## src/rtl/load_align_unit.sv

```systemverilog
// load_align_unit: gathers a 32-bit load word from a BUS_W-wide memory read
// bus, then selects, extends or merges (LWL/LWR) it for writeback. Misaligned
// lh/lhu/lw raise out_exc when EXC_EN=1. The result is held on a registered
// valid/ready output.
//
// Handshake rules for both interfaces:
// - A request transfers on a rising edge where req_valid=1 and req_ready=1.
// - A result transfers on a rising edge where out_valid=1 and out_ready=1.
// - While out_valid=1, out_data and out_exc do not change.
// - flush wins over every other input in the same cycle.
//
// BUS_W must be 8, 16 or 32.
module load_align_unit #(
  parameter int BUS_W  = 32,
  parameter bit EXC_EN = 1'b1
) (
  input  logic             clk,
  input  logic             rst_n,
  input  logic             flush,
  input  logic             req_valid,
  output logic             req_ready,
  input  logic [5:0]       req_op,
  input  logic [1:0]       req_addr,
  input  logic [31:0]      req_rt,
  input  logic             mem_rvalid,
  input  logic [BUS_W-1:0] mem_rdata,
  output logic             out_valid,
  input  logic             out_ready,
  output logic [31:0]      out_data,
  output logic             out_exc,
  output logic [1:0]       dbg_state
);

  localparam int BEATS = 32 / BUS_W;
  localparam int CNT_W = (BEATS > 1) ? $clog2(BEATS) : 1;
  localparam logic [CNT_W-1:0] LAST_BEAT = CNT_W'(BEATS - 1);

  localparam logic [5:0] OP_LB  = 6'b100000;
  localparam logic [5:0] OP_LH  = 6'b100001;
  localparam logic [5:0] OP_LWL = 6'b100010;
  localparam logic [5:0] OP_LW  = 6'b100011;
  localparam logic [5:0] OP_LBU = 6'b100100;
  localparam logic [5:0] OP_LHU = 6'b100101;
  localparam logic [5:0] OP_LWR = 6'b100110;

  typedef enum logic [1:0] {
    S_IDLE    = 2'd0,
    S_COLLECT = 2'd1,
    S_DONE    = 2'd2
  } state_t;

  state_t           state;
  logic [CNT_W-1:0] beat_cnt;
  logic [31:0]      word_buf;
  logic [31:0]      word_next;
  logic [5:0]       op_q;
  logic [1:0]       addr_q;
  logic [31:0]      rt_q;
  logic             is_half;
  logic             misaligned;

  assign req_ready = (state == S_IDLE);
  assign dbg_state = state;

  // Misalignment is only judged on the incoming request; LWL/LWR and
  // unknown opcodes never fault.
  assign is_half    = (req_op == OP_LH) || (req_op == OP_LHU);
  assign misaligned = EXC_EN && ((is_half && req_addr[0]) ||
                                 ((req_op == OP_LW) && (req_addr != 2'b00)));

  // Word buffer with the current beat dropped into its slot.
  always_comb begin
    word_next = word_buf;
    word_next[int'(beat_cnt) * BUS_W +: BUS_W] = mem_rdata;
  end

  // Byte/half selection, extension and LWL/LWR merge of an assembled word.
  // Halves are chosen by a[1] alone and lw ignores a, so the address masking
  // needed when EXC_EN=0 falls out naturally.
  function automatic logic [31:0] align_word(input logic [5:0]  op,
                                             input logic [1:0]  a,
                                             input logic [31:0] rt,
                                             input logic [31:0] w);
    logic [7:0]  b;
    logic [15:0] h;
    logic [31:0] r;
    case (a)
      2'd0:    b = w[7:0];
      2'd1:    b = w[15:8];
      2'd2:    b = w[23:16];
      default: b = w[31:24];
    endcase
    h = a[1] ? w[31:16] : w[15:0];
    r = w;
    case (op)
      OP_LB:  r = {{24{b[7]}}, b};
      OP_LBU: r = {24'h000000, b};
      OP_LH:  r = {{16{h[15]}}, h};
      OP_LHU: r = {16'h0000, h};
      OP_LWL: begin
        case (a)
          2'd0:    r = {w[7:0], rt[23:0]};
          2'd1:    r = {w[15:0], rt[15:0]};
          2'd2:    r = {w[23:0], rt[7:0]};
          default: r = w;
        endcase
      end
      OP_LWR: begin
        case (a)
          2'd0:    r = w;
          2'd1:    r = {rt[31:24], w[31:8]};
          2'd2:    r = {rt[31:16], w[31:16]};
          default: r = {rt[31:8], w[31:24]};
        endcase
      end
      default: r = w;
    endcase
    return r;
  endfunction

  // Control FSM: accept, collect beats, hold result until consumed.
  always_ff @(posedge clk or negedge rst_n) begin
    if (!rst_n) begin
      state     <= S_IDLE;
      beat_cnt  <= '0;
      word_buf  <= '0;
      op_q      <= '0;
      addr_q    <= '0;
      rt_q      <= '0;
      out_valid <= 1'b0;
      out_data  <= '0;
      out_exc   <= 1'b0;
    end else if (flush) begin
      state     <= S_IDLE;
      beat_cnt  <= '0;
      word_buf  <= '0;
      out_valid <= 1'b0;
    end else begin
      case (state)
        S_IDLE: begin
          if (req_valid) begin
            op_q   <= req_op;
            addr_q <= req_addr;
            rt_q   <= req_rt;
            if (misaligned) begin
              out_valid <= 1'b1;
              out_exc   <= 1'b1;
              out_data  <= '0;
              state     <= S_DONE;
            end else begin
              beat_cnt <= '0;
              word_buf <= '0;
              state    <= S_COLLECT;
            end
          end
        end
        S_COLLECT: begin
          if (mem_rvalid) begin
            word_buf <= word_next;
            if (beat_cnt == LAST_BEAT) begin
              out_data  <= align_word(op_q, addr_q, rt_q, word_next);
              out_exc   <= 1'b0;
              out_valid <= 1'b1;
              beat_cnt  <= '0;
              state     <= S_DONE;
            end else begin
              beat_cnt <= beat_cnt + CNT_W'(1);
            end
          end
        end
        S_DONE: begin
          if (out_ready) begin
            out_valid <= 1'b0;
            state     <= S_IDLE;
          end
        end
        default: begin
          state     <= S_IDLE;
          out_valid <= 1'b0;
        end
      endcase
    end
  end

endmodule
```

## config.mk

```make
export PLATFORM = sky130hd
export DESIGN_NAME = load_align_unit
export DESIGN_NICKNAME = d
export VERILOG_FILES = /design/src/rtl/load_align_unit.sv
export SDC_FILE = /design/constraint.sdc
export NUM_CORES = 1
export LEC_CHECK = 0
export BUFFER_PORTS_ARGS = -buffer_cell sky130_fd_sc_hd__buf_2
export CAP_MARGIN = 25
export CORE_UTILIZATION = 59
export CTS_CLUSTER_DIAMETER = 150
export DETAILED_ROUTE_END_ITERATION = 8
export PLACE_DENSITY = 0.86
export REMOVE_ABC_BUFFERS = 1
export SLEW_MARGIN = 20
export SYNTH_ARGS = -nofsm -noshare
export SYNTH_HDL_FRONTEND = slang
export SYNTH_SLANG_ARGS = --single-unit
```

## constraint.sdc

```tcl
create_clock -name clk -period 4 [get_ports clk]
set_input_delay 0 -clock clk [delete_from_list [all_inputs] [get_ports clk]]
set_output_delay 0 -clock clk [all_outputs]
set_load 0.02 [all_outputs]
```

==> impl_metrics.csv <==
group,metric,value,unit
die,start_util,0.616,
cts,insertion_delay,350,ps
finish,num-nets-final,664,
synthesis,ys_warn_count,0,
cts,postCtsSetupRepairBufs,0,
sta,setup_viol,0,
sta,worst_clock_skew,8.59,ps
power_and_ir_drop,worst_ir_drop_vdd,0.392,mV
finish,drive_above_1_share,0.413,
die,coreArea,8300,µm²
cts,clockBufferDepth,2,
grt,top_usage_layer,"met2",
routing,ant_nets,0,
routing,vias_per_cell,6.93,
hold_path,hold_path_end,"out_data[24]$_DFFE_PN0P_",
place,globalplace.congestion,0.882,
grt,grt_antenna_before_repair,0,
grt,overflow,0,
worst_setup_path,r2r_cells,5,
synthesis,netlist.area_leader.share,0.372,
sta,relSlewSlack,0.339,
die,dieArea,9050,µm²
run_status,status,"completed",
sta,timing.final.crit_share,0.713,
worst_setup_path,end_kind,"flop",
sta,period_minus_slack,2850,ps
place,portBuffers,114,
grt,grt_usage,0.356,
grt,grt_pass1_vias,4997,
power_and_ir_drop,power_density,677,nW/µm²
grt,grt_pass1_wl,24.5,mm
cts,clk_root_buffer_cell,"clkbuf_8",
hold_path,whs_path_depth,3,
die,die_h,95.1,µm
synthesis,synthTopCellsByArea,"dfrtp_1, mux2_2, mux4_2",
synthesis,ys_types,41,
cts,cts.sink_count,76,
die,die_w,95.1,µm
place,placed_area,5740,µm²
worst_setup_path,setup.worst_path.class,"flop to flop",
grt,met3_usage,0.0694,
worst_setup_path,r2r-start,"addr_q[0]$_DFFE_PN0P_",
synthesis,mappedNetlistArea,5120,µm²
cts,cts_hold_buf,43,
cts,cts_tree,"yes",
finish,finalInstanceArea,6450,µm²
job,cap_violations,0,
routing,drcViolationCount,0,
cts,cts_resized,0,
worst_setup_path,r2r-end,"out_data[19]$_DFFE_PN0P_",
cts,numCtsBuffers,9,
synthesis,syn_inst,452,
sta,hold_violations,0,
hold_path,holdCritPathClass,"primary input to flop",
die,pin_count,115,
worst_setup_path,worst-r2r-setup-slack,1150,ps
routing,wirelength,15.4,mm
synthesis,ys_seq_area_frac,0.372,
cts,cts.reportedPaths.clkPinSlew,80,ps
hold_path,min-delay-start,"mem_rdata[24]",
routing,wl_per_cell,22.1,µm
die,fp-row-count,33,
synthesis,ys_ff_latch,76,
power_and_ir_drop,power_leakage,2.78,nW
sta,fin_tns_setup,0,ps
sta,grt_setup_unrepaired,"false",
synthesis,synth_edf_count,0,
sta,max_freq,0.351,GHz
synthesis,ys_top_cells_by_count,"dfrtp_1, mux2_2, o21ai_0, mux2i_1, o2bb2ai_1",
finish,final_util,0.777,
routing,vias,4822,
worst_setup_path,critPathLaunchType,"flop",
cts,htreeDepth,3,
synthesis,synth_area_per_cell,11.3,µm²
worst_setup_path,required,4210,ps
routing,dr.pass1.iters,6,
finish,diodes,0,
synthesis,async_flop_share,1.00,
grt,grt_max_degree,77,
finish,area_growth,26.0,%
sta,maxSlewViolCount,0,
worst_setup_path,arrival,3070,ps
worst_setup_path,path_max_fanout,27,
synthesis,synth.most_common_cell,"dfrtp_1",
synthesis,yosysTopAreaCell,"dfrtp_1",
routing,drt_iter0_markers,553,
sta,worst_pin_slew,988,ps
grt,gr-usage-met2,0.581,
synthesis,ys.flop_type,"dfrtp_1",
grt,grtUsageMet1,0.454,
place,hpwl,9.19,mm
[area by class of cell]
cell class | count | area [µm²]
clock buffers | 11 | 141
flip-flops and latches | 76 | 1900
fillers | 544 | 1850
inverters | 4 | 15.0
clock inverters | 5 | 75.1
repair buffers | 168 | 1150
multi-input cells | 327 | 3030
well taps | 105 | 131
[state kept, by name, indices dropped and copies added (netlist names)]
register,count
out_valid,1
dbg_state,2
rt_q,32
op_q,6
out_exc,1
addr_q,2
out_data,32
[critical path, stage by stage, from the launching register on]
cell       delay [ps]
dfrtp_2           840
mux4_2            450
a221o_1           580
buf_8             270
a2111oi_0         430
o2bb2ai_1         130
[cells by family after synthesis]
family / share of synthesized area
and+or+nand+nor: 0.103
muxes: 0.293
DFF: 0.372
AOI/OAI and AO/OA: 0.185
buffers and inverters: 0.0462
[cell usage in the layout (no fill, tap or decap), types with 10 or more instances in the layout]
master	Yosys	final
nor3_1	11	10
buf_2	12	113
o2bb2ai_1	31	31
dfrtp_1	76	74
and3_1	25	25
mux4_2	24	24
o21ai_0	40	40
dlygate4sd3_1	0	43
a2111oi_2	12	12
nand2_1	21	21
mux2_2	56	56
mux2i_1	33	33
clkbuf_8	0	10
nor2_1	14	13
a2111oi_0	12	12
[how the worst max path moves through the flow]
stage | startpoint | endpoint | cells after the start
floorplan | addr_q[1]$_DFFE_PN0P_ | out_data[19]$_DFFE_PN0P_ | 4
global placement | addr_q[0]$_DFFE_PN0P_ | out_data[19]$_DFFE_PN0P_ | 4
detailed placement | addr_q[0]$_DFFE_PN0P_ | out_data[22]$_DFFE_PN0P_ | 5
CTS | addr_q[0]$_DFFE_PN0P_ | out_data[19]$_DFFE_PN0P_ | 5
global route | addr_q[0]$_DFFE_PN0P_ | out_data[19]$_DFFE_PN0P_ | 5
finish | addr_q[0]$_DFFE_PN0P_ | out_data[19]$_DFFE_PN0P_ | 5
[power breakdown]
part / internal [mW] / leakage [nW] / switching (mW)
clock: 0.366 / 0.113 / 0.292
combinational: 1.04 / 1.76 / 1.17
sequential: 1.12 / 0.915 / 0.381
[metrics by stage]
stage	setup WS, ps	cells	hold WS (ps)	power (mW)
global route	966	696	60.3	4.58
detailed placement	1270	634	205	3.58
global placement	1230	632	199	3.48
floorplan	426	407	-296	2.90
CTS	1160	693	36.7	4.29
finish	1150	696	40.0	4.36
[metal layers]
layer / wire length, µm / part of all wire / vias to the layer above
met3: 1620 / 0.11 / 84
li1: - / - / 2047
met4: 667 / 0.043 / 0
met5: 0 / 0 / -
met1: 5710 / 0.37 / 2316
met2: 7360 / 0.48 / 375
(Power assumes the default switching activity.)
